[src/rtl/uart_pkg.sv]
// rtl/uart_pkg.sv - shared types and constants for the uart_rx controller
package uart_pkg;

  typedef enum logic [1:0] {
    ST_OFF  = 2'd0,
    ST_LOAD = 2'd1,
    ST_RUN  = 2'd2,
    ST_HOLD = 2'd3
  } rx_state_e;

  localparam int INTR_WMARK = 0;
  localparam int INTR_OVF   = 1;
  localparam int INTR_TMO   = 2;
  localparam int INTR_CFG   = 3;

  // uart_rx samples with an 8-bit counter, so bit periods outside this range break it
  localparam int CPB_MIN = 4;
  localparam int CPB_MAX = 256;

  function automatic logic cpb_legal(input logic [15:0] cpb);
    return (int'(cpb) >= CPB_MIN) && (int'(cpb) <= CPB_MAX);
  endfunction

endpackage

[src/rtl/uart_rx_fifo.sv]
// rtl/uart_rx_fifo.sv - 8-bit first-word-fall-through receive FIFO
module uart_rx_fifo #(
  parameter int DEPTH   = 16,
  parameter int DEPTH_W = $clog2(DEPTH)
) (
  input  logic               clk,
  input  logic               rst_n,
  input  logic               push,
  input  logic               pop,
  input  logic               clr,
  input  logic [7:0]         wdata,
  output logic [7:0]         rdata,
  output logic [DEPTH_W:0]   level,
  output logic               full,
  output logic               empty
);

  logic [7:0]         mem [DEPTH];
  logic [DEPTH_W-1:0] wr_ptr;
  logic [DEPTH_W-1:0] rd_ptr;
  logic [DEPTH_W:0]   cnt;
  logic               do_push;
  logic               do_pop;

  assign empty   = (cnt == '0);
  assign full    = (cnt == (DEPTH_W+1)'(DEPTH));
  assign do_pop  = pop && !empty;
  // a pop in the same cycle frees the slot, so a full FIFO can still accept
  assign do_push = push && (!full || do_pop);
  assign level   = cnt;
  assign rdata   = empty ? 8'h00 : mem[rd_ptr];

  // pointer and occupancy tracking; flush overrides push and pop
  always_ff @(posedge clk or negedge rst_n) begin
    if (!rst_n) begin
      wr_ptr <= '0;
      rd_ptr <= '0;
      cnt    <= '0;
    end else if (clr) begin
      wr_ptr <= '0;
      rd_ptr <= '0;
      cnt    <= '0;
    end else begin
      if (do_push) wr_ptr <= wr_ptr + DEPTH_W'(1);
      if (do_pop)  rd_ptr <= rd_ptr + DEPTH_W'(1);
      case ({do_push, do_pop})
        2'b10:   cnt <= cnt + (DEPTH_W+1)'(1);
        2'b01:   cnt <= cnt - (DEPTH_W+1)'(1);
        default: cnt <= cnt;
      endcase
    end
  end

  // storage array; contents need no reset because occupancy gates the read side
  always_ff @(posedge clk) begin
    if (do_push && !clr) mem[wr_ptr] <= wdata;
  end

endmodule

[src/rtl/uart_rx_ctrl.sv]
// rtl/uart_rx_ctrl.sv - uart_rx enable/config sequencing, receive buffering and interrupts
module uart_rx_ctrl
  import uart_pkg::*;
#(
  parameter  int FIFO_DEPTH = 16,
  localparam int DEPTH_W    = $clog2(FIFO_DEPTH)
) (
  input  logic               clk_i,
  input  logic               rst_ni,
  input  logic               cfg_en_i,
  input  logic [15:0]        cfg_clks_per_bit_i,
  input  logic [DEPTH_W-1:0] cfg_wmark_i,
  input  logic [7:0]         cfg_timeout_i,
  input  logic               fifo_clr_i,
  input  logic               rd_pop_i,
  output logic [7:0]         rd_data_o,
  output logic               rd_valid_o,
  output logic [DEPTH_W:0]   fifo_level_o,
  input  logic [3:0]         intr_clr_i,
  output logic [3:0]         intr_o,
  output logic               core_rx_en_o,
  output logic [15:0]        core_clks_per_bit_o,
  input  logic               core_dv_i,
  input  logic [7:0]         core_byte_i
);

  rx_state_e   state;
  logic [15:0] shadow;
  logic        rx_en;
  logic        in_run;
  logic        push_req;
  logic        fifo_full;
  logic        fifo_empty;
  logic [15:0] tick_cnt;
  logic        tick;
  logic [7:0]  idle_cnt;
  logic [7:0]  idle_next;
  logic        idle_zero;
  logic [3:0]  intr_set;
  logic [3:0]  intr_q;

  assign in_run              = (state == ST_RUN);
  assign push_req            = core_dv_i && in_run;
  assign core_rx_en_o        = rx_en;
  assign core_clks_per_bit_o = shadow;
  assign rd_valid_o          = !fifo_empty;
  assign intr_o              = intr_q;

  uart_rx_fifo #(
    .DEPTH   (FIFO_DEPTH),
    .DEPTH_W (DEPTH_W)
  ) u_fifo (
    .clk   (clk_i),
    .rst_n (rst_ni),
    .push  (push_req),
    .pop   (rd_pop_i),
    .clr   (fifo_clr_i),
    .wdata (core_byte_i),
    .rdata (rd_data_o),
    .level (fifo_level_o),
    .full  (fifo_full),
    .empty (fifo_empty)
  );

  // enable sequencing: validate and capture the bit period once per enable
  always_ff @(posedge clk_i or negedge rst_ni) begin
    if (!rst_ni) begin
      state  <= ST_OFF;
      rx_en  <= 1'b0;
      shadow <= 16'd4;
    end else begin
      case (state)
        ST_OFF: begin
          rx_en <= 1'b0;
          if (cfg_en_i) state <= ST_LOAD;
        end
        ST_LOAD: begin
          if (cpb_legal(cfg_clks_per_bit_i)) begin
            shadow <= cfg_clks_per_bit_i;
            rx_en  <= 1'b1;
            state  <= ST_RUN;
          end else begin
            rx_en  <= 1'b0;
            state  <= ST_HOLD;
          end
        end
        ST_RUN: begin
          if (!cfg_en_i) begin
            rx_en <= 1'b0;
            state <= ST_OFF;
          end else begin
            rx_en <= 1'b1;
          end
        end
        ST_HOLD: begin
          rx_en <= 1'b0;
          if (!cfg_en_i) state <= ST_OFF;
        end
        default: begin
          rx_en <= 1'b0;
          state <= ST_OFF;
        end
      endcase
    end
  end

  // the idle measurement restarts whenever the bus side or core shows activity
  assign idle_zero = !in_run || core_dv_i || rd_pop_i || fifo_clr_i || fifo_empty;
  assign tick      = in_run && (tick_cnt == shadow - 16'd1);

  // next idle count: saturate at the programmed timeout (or at all-ones when disabled)
  always_comb begin
    idle_next = idle_cnt;
    if (idle_zero) begin
      idle_next = 8'd0;
    end else if (tick && (idle_cnt != cfg_timeout_i) && (idle_cnt != 8'hFF)) begin
      idle_next = idle_cnt + 8'd1;
    end
  end

  // bit-period ticks are phased from the last activity so the timeout is an exact bit count
  always_ff @(posedge clk_i or negedge rst_ni) begin
    if (!rst_ni) begin
      tick_cnt <= 16'd0;
      idle_cnt <= 8'd0;
    end else begin
      idle_cnt <= idle_next;
      if (idle_zero || tick) tick_cnt <= 16'd0;
      else                   tick_cnt <= tick_cnt + 16'd1;
    end
  end

  // interrupt set conditions for this cycle
  always_comb begin
    intr_set             = 4'b0000;
    intr_set[INTR_WMARK] = fifo_level_o > {1'b0, cfg_wmark_i};
    intr_set[INTR_OVF]   = push_req && fifo_full && !rd_pop_i && !fifo_clr_i;
    intr_set[INTR_TMO]   = (cfg_timeout_i != 8'd0) && (idle_next == cfg_timeout_i);
    intr_set[INTR_CFG]   = (state == ST_LOAD) && !cpb_legal(cfg_clks_per_bit_i);
  end

  // sticky interrupt bits; a set in the same cycle beats a clear
  always_ff @(posedge clk_i or negedge rst_ni) begin
    if (!rst_ni) intr_q <= 4'b0000;
    else         intr_q <= (intr_q & ~intr_clr_i) | intr_set;
  end

endmodule

[config.mk]
export PLATFORM = sky130hd
export DESIGN_NAME = uart_rx_ctrl
export DESIGN_NICKNAME = d
export VERILOG_FILES = /design/src/rtl/uart_pkg.sv /design/src/rtl/uart_rx_fifo.sv /design/src/rtl/uart_rx_ctrl.sv
export SDC_FILE = /design/constraint.sdc
export NUM_CORES = 1
export LEC_CHECK = 0
export BUFFER_PORTS_ARGS = -buffer_cell sky130_fd_sc_hd__buf_2
export CORE_MARGIN = 1
export CORE_UTILIZATION = 35
export DETAILED_ROUTE_END_ITERATION = 10
export GPL_TIMING_DRIVEN = 1
export PLACE_DENSITY = 0.52
export SYNTH_ARGS = -nofsm -noshare
export SYNTH_HDL_FRONTEND = slang
export SYNTH_SLANG_ARGS = --single-unit
export TNS_END_PERCENT = 100
[constraint.sdc]
create_clock -name clk_i -period 7.9 [get_ports clk_i]
set_input_delay 1.58 -clock clk_i [delete_from_list [all_inputs] [get_ports clk_i]]
set_output_delay 1.58 -clock clk_i [all_outputs]
set_load 0.02 [all_outputs]
==> results of run 1 <==
-- registers in the layout (all words and copies together), names as in the netlist --
| signal | count |
|---|---|
| state | 2 |
| u_fifo.rd_ptr | 4 |
| idle_cnt | 8 |
| u_fifo.wr_ptr | 4 |
| u_fifo.level | 5 |
| intr_o | 4 |
| core_rx_en_o | 1 |
| core_clks_per_bit_o | 16 |
| u_fifo.mem | 128 |
| tick_cnt | 16 |
-- worst reg2reg max path, cell delays in order (launching register included) --
cell and delay [ns]:
dfrtp_1 0.44, or4_1 0.60, or2_2 0.45, nand2_1 0.23, a21oi_1 0.17, fa_1 0.48, a21o_1 0.17, a21oi_1 0.17
mux2i_1 0.24, xor2_1 0.17, nor2_1 0.05
-- per-layer routing --
layer  GRT usage  part of all wire  wire length [microns]  vias up
li1            -                 -                      -     2563
met4      0.0493             0.012                    241        0
met3      0.0256             0.028                    565       15
met2       0.270              0.50                  10000      106
met1       0.212              0.46                   9020     2813
met5           0                 0                      0        -
-- cell usage after synthesis, types with 15 or more instances --
library cell	count
a21oi_1	18
and2_1	16
clkbuf_1	20
dfrtp_1	59
edfxtp_1	128
ha_1	15
mux4_2	40
nand2_1	35
nand3_1	17
nor2_1	65
nor3_1	19
xnor2_1	23
xor2_1	34
-- final cells by class --
cell class	count	area (sq um)	share of cell area
Antenna cell	1	2.50	0.000244
Clock buffer	18	429	0.0419
Clock inverter	14	178	0.0173
Inverter	14	52.6	0.00513
Multi-Input combinational cell	407	3340	0.326
Sequential cell	188	5350	0.522
Tap cell	324	405	0.0396
Timing Repair Buffer	92	490	0.0479
-- cells by family after synthesis --
family	synth area share
adders and majority gates	0.0235
AOI/OAI and AO/OA	0.0476
DFF	0.605
xor gates and xnor gates	0.0565
buffers and inverters	0.0176
muxes	0.120
and+or+nand+nor	0.130
-- path summary, 6_finish.rpt --
kind	slack, ns	cells past startpoint	start	to
setup / recovery	3.54	5	u_fifo.rd_ptr[0]	rd_data_o[1]
hold / removal	0.49	1	intr_o[0]	intr_o[0]
setup reg to reg	4.61	10	u_fifo.level[0]	u_fifo.level[4]
hold reg to reg	0.49	1	intr_o[0]	intr_o[0]
max in group asynchronous	6.06	2	rst_ni	idle_cnt[1]
min in group asynchronous	1.29	2	rst_ni	idle_cnt[6]
-- through the flow --
| stage | cells | setup slack [ns] | power [W] | area (sq um) | hold WS, ns |
|---|---|---|---|---|---|
| after floorplan | 635 | 3.89 | 0.00163 | 8840 | 0.490 |
| after global placement | 1025 | 3.94 | 0.00183 | 9630 | 0.472 |
| after detailed placement | 1025 | 3.95 | 0.00184 | 9630 | 0.485 |
| after CTS | 1057 | 3.47 | 0.00272 | 10200 | 0.498 |
| after global routing | 1058 | 3.39 | 0.00281 | 10200 | 0.530 |
| final | 1058 | 3.54 | 0.00268 | 10200 | 0.495 |
-- power by group through the flow --
stage	sequential (W)	combinational, W	clock [W]
2_1_floorplan	0.00116	0.000473	0
3_3_place_gp	0.00114	0.000682	0
3_5_place_dp	0.00115	0.000695	0
4_1_cts	0.00113	0.000694	0.000898
5_1_grt	0.00113	0.000749	0.000935
6_report	0.00113	0.000682	0.000876
==> out/results.txt, run 1 <==
Cts repair resizes: 0
Worst path most repeated cell: mux4_2
Slew Limit Fails: 0
Achievable clock frequency: 229 MHz
Commonest non-fill, non-tap cell in the layout: edfxtp_1
Sequential power share: 0.419
Fin nets: 782
Maximum Capacitance Violations: 0
Post-Syn Area per Cell: 13.9 sq um
HP Class: flip-flop to flip-flop
Sw Pwr: 0.000840 W
Cell taking the most area after synthesis: edfxtp_1
Headroom to the max-slew limit: 0.405
# H-tree levels: 4
RSZ-0062 raised after global routing: no
Final wirelength: 19800 microns
Placer congestion estimate: 0.843
Mapped Cells: 635
Setup violators final: 0
Setup tns final: 0 ns
P_leak: 3.91 nW
Worst path slowest cell: mux4_2
Die height: 161 microns
Main synth FF type: edfxtp_1
Util after Layout: 0.418
Pwr dens: 262 nW/um^2
EDFF count, synth: 128
Num CTS Buffers: 17
Die X: 161 microns
Clock buffer depth: 2
Detailed Route Iter0 Violations: 327
Kind of cell adding the most delay to the critical path: multiplexers
Core box area: 24500 sq um
Largest net degree at the start of global routing: 61
Most frequent cells in the layout: edfxtp_1 (128), buf_2 (80), nor2_1 (65)
Run status: complete, no violations
Combinational power share: 0.254
CP required: 6.32 ns
GRT Overall Usage: 0.160
Crit path cell chain: buf_4, mux4_2, mux4_2, and2_1, buf_2
DP Wirelength: 13600 microns
Final Hold Viols: 0
Measured slew at the worst slew-check pin: 0.890 ns
Tcrit/Tclk final: 0.552
CP Class: flip-flop to output pin
Clk sinks: 188
Crit path max fanout: 35
Top post-synthesis cells by area: edfxtp_1 (43%), dfrtp_1 (17%), mux4_2 (10%), xor2_1 (3.4%), nor2_1 (2.8%)
Max stage delay on crit path: 0.61 ns
Crit path buf inv count: 2
Area growth, synth to finish: 15.9%
Root Buffer: clkbuf_16
Post-synth cell types: 66
Fraction of layout instances using a drive strength above 1: 0.251
CTS tree: yes
Die Area: 25900 sq um
Vias in the first global route: 5634
# hold bufs at CTS: 0
Core Rows: 57
Mapped Area: 8840 sq um
Share of the synthesized area in the top cell type: 0.435
CP arrival: 2.78 ns
Initial core utilization: 0.360
Yosys warns: 0
Min cycle time layout: 4.36 ns
Worst vdd ir: 0.142 mV
Vias post-DR: 5497
Worst-Skew Late Latency: 0.44 ns
P_int: 0.00184 W
Clock power share: 0.327
Async SR Flop Fraction: 0.319
Routed vias/inst: 5.20
Crit path capture type: output pin
Post-synthesis register bit count: 188
# IOs: 81
Syn Nets: 697
Initial antenna violation count: 1
Final Skew: 0.0192 ns
Port Buffers: 80
Net Sw Frac: 0.313
Register clock-pin slew on the reported worst setup and hold paths: 0.08 ns
First-pass GRT wire length: 31400 microns
# DRC: 0
DRT Pass-1 Iters: 4
Post-CTS Setup Inserts: 0
Drt wl/cell: 18.7 microns
Startpoint Class: flip-flop
Antenna Nets Post-Route: 0
# fillers: 2275
Post-synthesis sequential area ratio: 0.605
Total gr overflow: 0
Note: power is estimated with default switching activity, not from simulation.
==> run 2, diff against run 1 <==
Clock period 7.9 ns to 4.13 ns, I/O delays scaled along.
==> out/results.txt, run 2 (same netlist as run 1, synthesis figures left out) <==
Antenna Cells: 0 (-1)
Combinational power share: 0.253 (about the same)
Commonest non-fill, non-tap cell in the layout: edfxtp_1
Initial core utilization: 0.360 (unchanged)
Design Area, Final: 10300 sq um (+0.87%)
DP Wirelength: 14400 microns (+5.7%)
Worst vdd ir: 0.296 mV (+110%)
Net Sw Frac: 0.311 (-0.00168)
Vias post-DR: 5578 (+1.5%)
Routing usage on met2: 0.268 (-0.00255)
Routed vias/inst: 5.22 (+0.43%)
Tcrit/Tclk final: 0.864
Largest net degree at the start of global routing: 40 (-34%)
First-pass GRT wire length: 32600 microns (+3.7%)
CP required: 3.30 ns (-3.02 ns)
Register clock-pin slew on the reported worst setup and hold paths: 0.07 ns (about the same)
Reg2Reg Setup Slack: 0.91 ns (-3.70 ns)
Die X: 161 microns (unchanged)
Measured slew at the worst slew-check pin: 0.942 ns (+0.0516 ns)
DRT Pass-1 Iters: 6 (+2)
CP Depth: 5 (unchanged)
GRT Max-Usage Layer: met2
RSZ-0062 raised after global routing: no
Antenna Nets Post-Route: 0 (unchanged)
P_int: 0.00353 W (+92%)
Worst path slowest cell: dfrtp_2
# IOs: 81 (unchanged)
Crit path capture type: output pin
P_leak: 3.97 nW (+1.7%)
Hold endpoint: intr_o[0]
Final wirelength: 20200 microns (+1.8%)
Detailed Route Iter0 Violations: 345 (+5.5%)
# DRC: 0 (unchanged)
Area growth, synth to finish: 16.9%
M1 GR Usage: 0.223 (+0.0111)
Core Rows: 57 (unchanged)
Final hold slack: 0.500 ns (+0.00512 ns)
Max stage delay on crit path: 0.61 ns (about the same)
Worst path most repeated cell: mux4_2
Setup tns final: 0 ns (unchanged)
CP Class: flip-flop to output pin
Port Buffers: 80 (unchanged)
Clock power share: 0.322 (-0.005)
RR Endpoint: u_fifo.level[4]
Startpoint Class: flip-flop
Maximum Capacitance Violations: 0 (unchanged)
Core box area: 24500 sq um (unchanged)
Total gr overflow: 0 (unchanged)
Die height: 161 microns (unchanged)
Clock buffer depth: 2 (unchanged)
Most frequent cells in the layout: edfxtp_1 (128), buf_2 (80), nor2_1 (65)
Fin worst setup slack: 0.562 ns (-2.98 ns)
Vias in the first global route: 5757 (+2.2%)
Pwr Total: 0.00513 W (+91%)
Final Skew: 0.0115 ns (-0.00775 ns)
Sequential power share: 0.425 (+0.006)
Fin nets: 794 (+1.5%)
Worst-Skew Late Latency: 0.44 ns (about the same)
Pwr dens: 497 nW/um^2 (+90%)
Dpl cell area: 9740 sq um (+1.1%)
Initial antenna violation count: 0 (-1)
GR Util met3: 0.0300 (+0.00439)
Min cycle time layout: 3.57 ns
Cts repair resizes: 0 (unchanged)
# H-tree levels: 4 (unchanged)
Crit path cell chain: buf_12, mux4_2, mux4_2, and2_1, buf_2
HP Class: flip-flop to flip-flop
Run status: complete, no violations
Crit path max fanout: 24 (-31%)
Reg with most FFs: u_fifo.mem
# fillers: 2287 (+0.53%)
Drt wl/cell: 18.9 microns (+0.76%)
Hold Crit Start: intr_o[0]
Sw Pwr: 0.00160 W (+90%)
RR Startpoint: u_fifo.level[0]
CP arrival: 2.74 ns (-0.04 ns)
Clk sinks: 188 (unchanged)
Pre-CTS WS: 0.901 ns (-3.05 ns)
Reg2reg path depth: 10 (unchanged)
# hold bufs at CTS: 0 (unchanged)
Hold path cells: 1 (unchanged)
Die Area: 25900 sq um (unchanged)
Slew Limit Fails: 0 (unchanged)
GRT Overall Usage: 0.165 (+0.00493)
CTS tree: yes
Kind of cell adding the most delay to the critical path: multiplexers
Setup violators final: 0 (unchanged)
Num CTS Buffers: 17 (unchanged)
Achievable clock frequency: 280 MHz
Root Buffer: clkbuf_16
Max reg flops: 128 (unchanged)
Placer congestion estimate: 0.809 (-4.0%)
Headroom to the max-slew limit: 0.372 (-0.0322)
Post-CTS Setup Inserts: 0 (unchanged)
Fraction of layout instances using a drive strength above 1: 0.263 (+0.0121)
Final Hold Viols: 0 (unchanged)
Crit path buf inv count: 2 (unchanged)
-- run 2: cell types whose count changed in the layout (fill, tap and decap cells not counted) --
cell / change
clkinv_1: +1
buf_12: +1
inv_12: -1
clkinv_2: +1
buf_4: +11
diode_2: -1
inv_6: -1
clkinv_4: +1
clkbuf_1: -1
-- run 2: per-stage QoR --
stage,utilization,cells
after floorplan,-,635
after global placement,0.397,1037
after detailed placement,0.397,1037
after CTS,0.421,1069
after global routing,0.421,1069
final,0.421,1069
-- run 2: worst max path at each step --
stage | start | slack [ns] | to
floorplan | u_fifo.rd_ptr[0] | 0.88 | rd_data_o[0]
global placement | u_fifo.level[1] | 0.96 | u_fifo.level[4]
detailed placement | u_fifo.level[1] | 0.90 | u_fifo.level[4]
CTS | u_fifo.rd_ptr[0] | 0.52 | rd_data_o[1]
global route | u_fifo.rd_ptr[0] | 0.44 | rd_data_o[1]
finish | u_fifo.rd_ptr[0] | 0.56 | rd_data_o[1]
-- run 2: cell type report --
type / count / area (sq um) / area share
clock buffers: 17 / 425 / 0.0412
clock inverters: 15 / 170 / 0.0165
well taps: 324 / 405 / 0.0392
multi-input cells: 407 / 3340 / 0.323
flip-flops and latches: 188 / 5350 / 0.518
inverters: 14 / 52.6 / 0.00509
repair buffers: 104 / 593 / 0.0574
-- run 2: per-layer routing --
metal  vias to the layer above  share of wire
li1                       2581              -
met1                      2837           0.45
met3                        31          0.046
met2                       129           0.49
met5                         -              0
met4                         0          0.019
-- run 2: power by group through the flow --
| stage | registers [W] | clock network [W] | logic (W) |
|---|---|---|---|
| floorplan | 0.00222 | 0 | 0.000904 |
| global placement | 0.00222 | 0 | 0.00130 |
| detailed placement | 0.00223 | 0 | 0.00132 |
| CTS | 0.00219 | 0.00168 | 0.00133 |
| global route | 0.00220 | 0.00176 | 0.00142 |
| finish | 0.00218 | 0.00165 | 0.00130 |
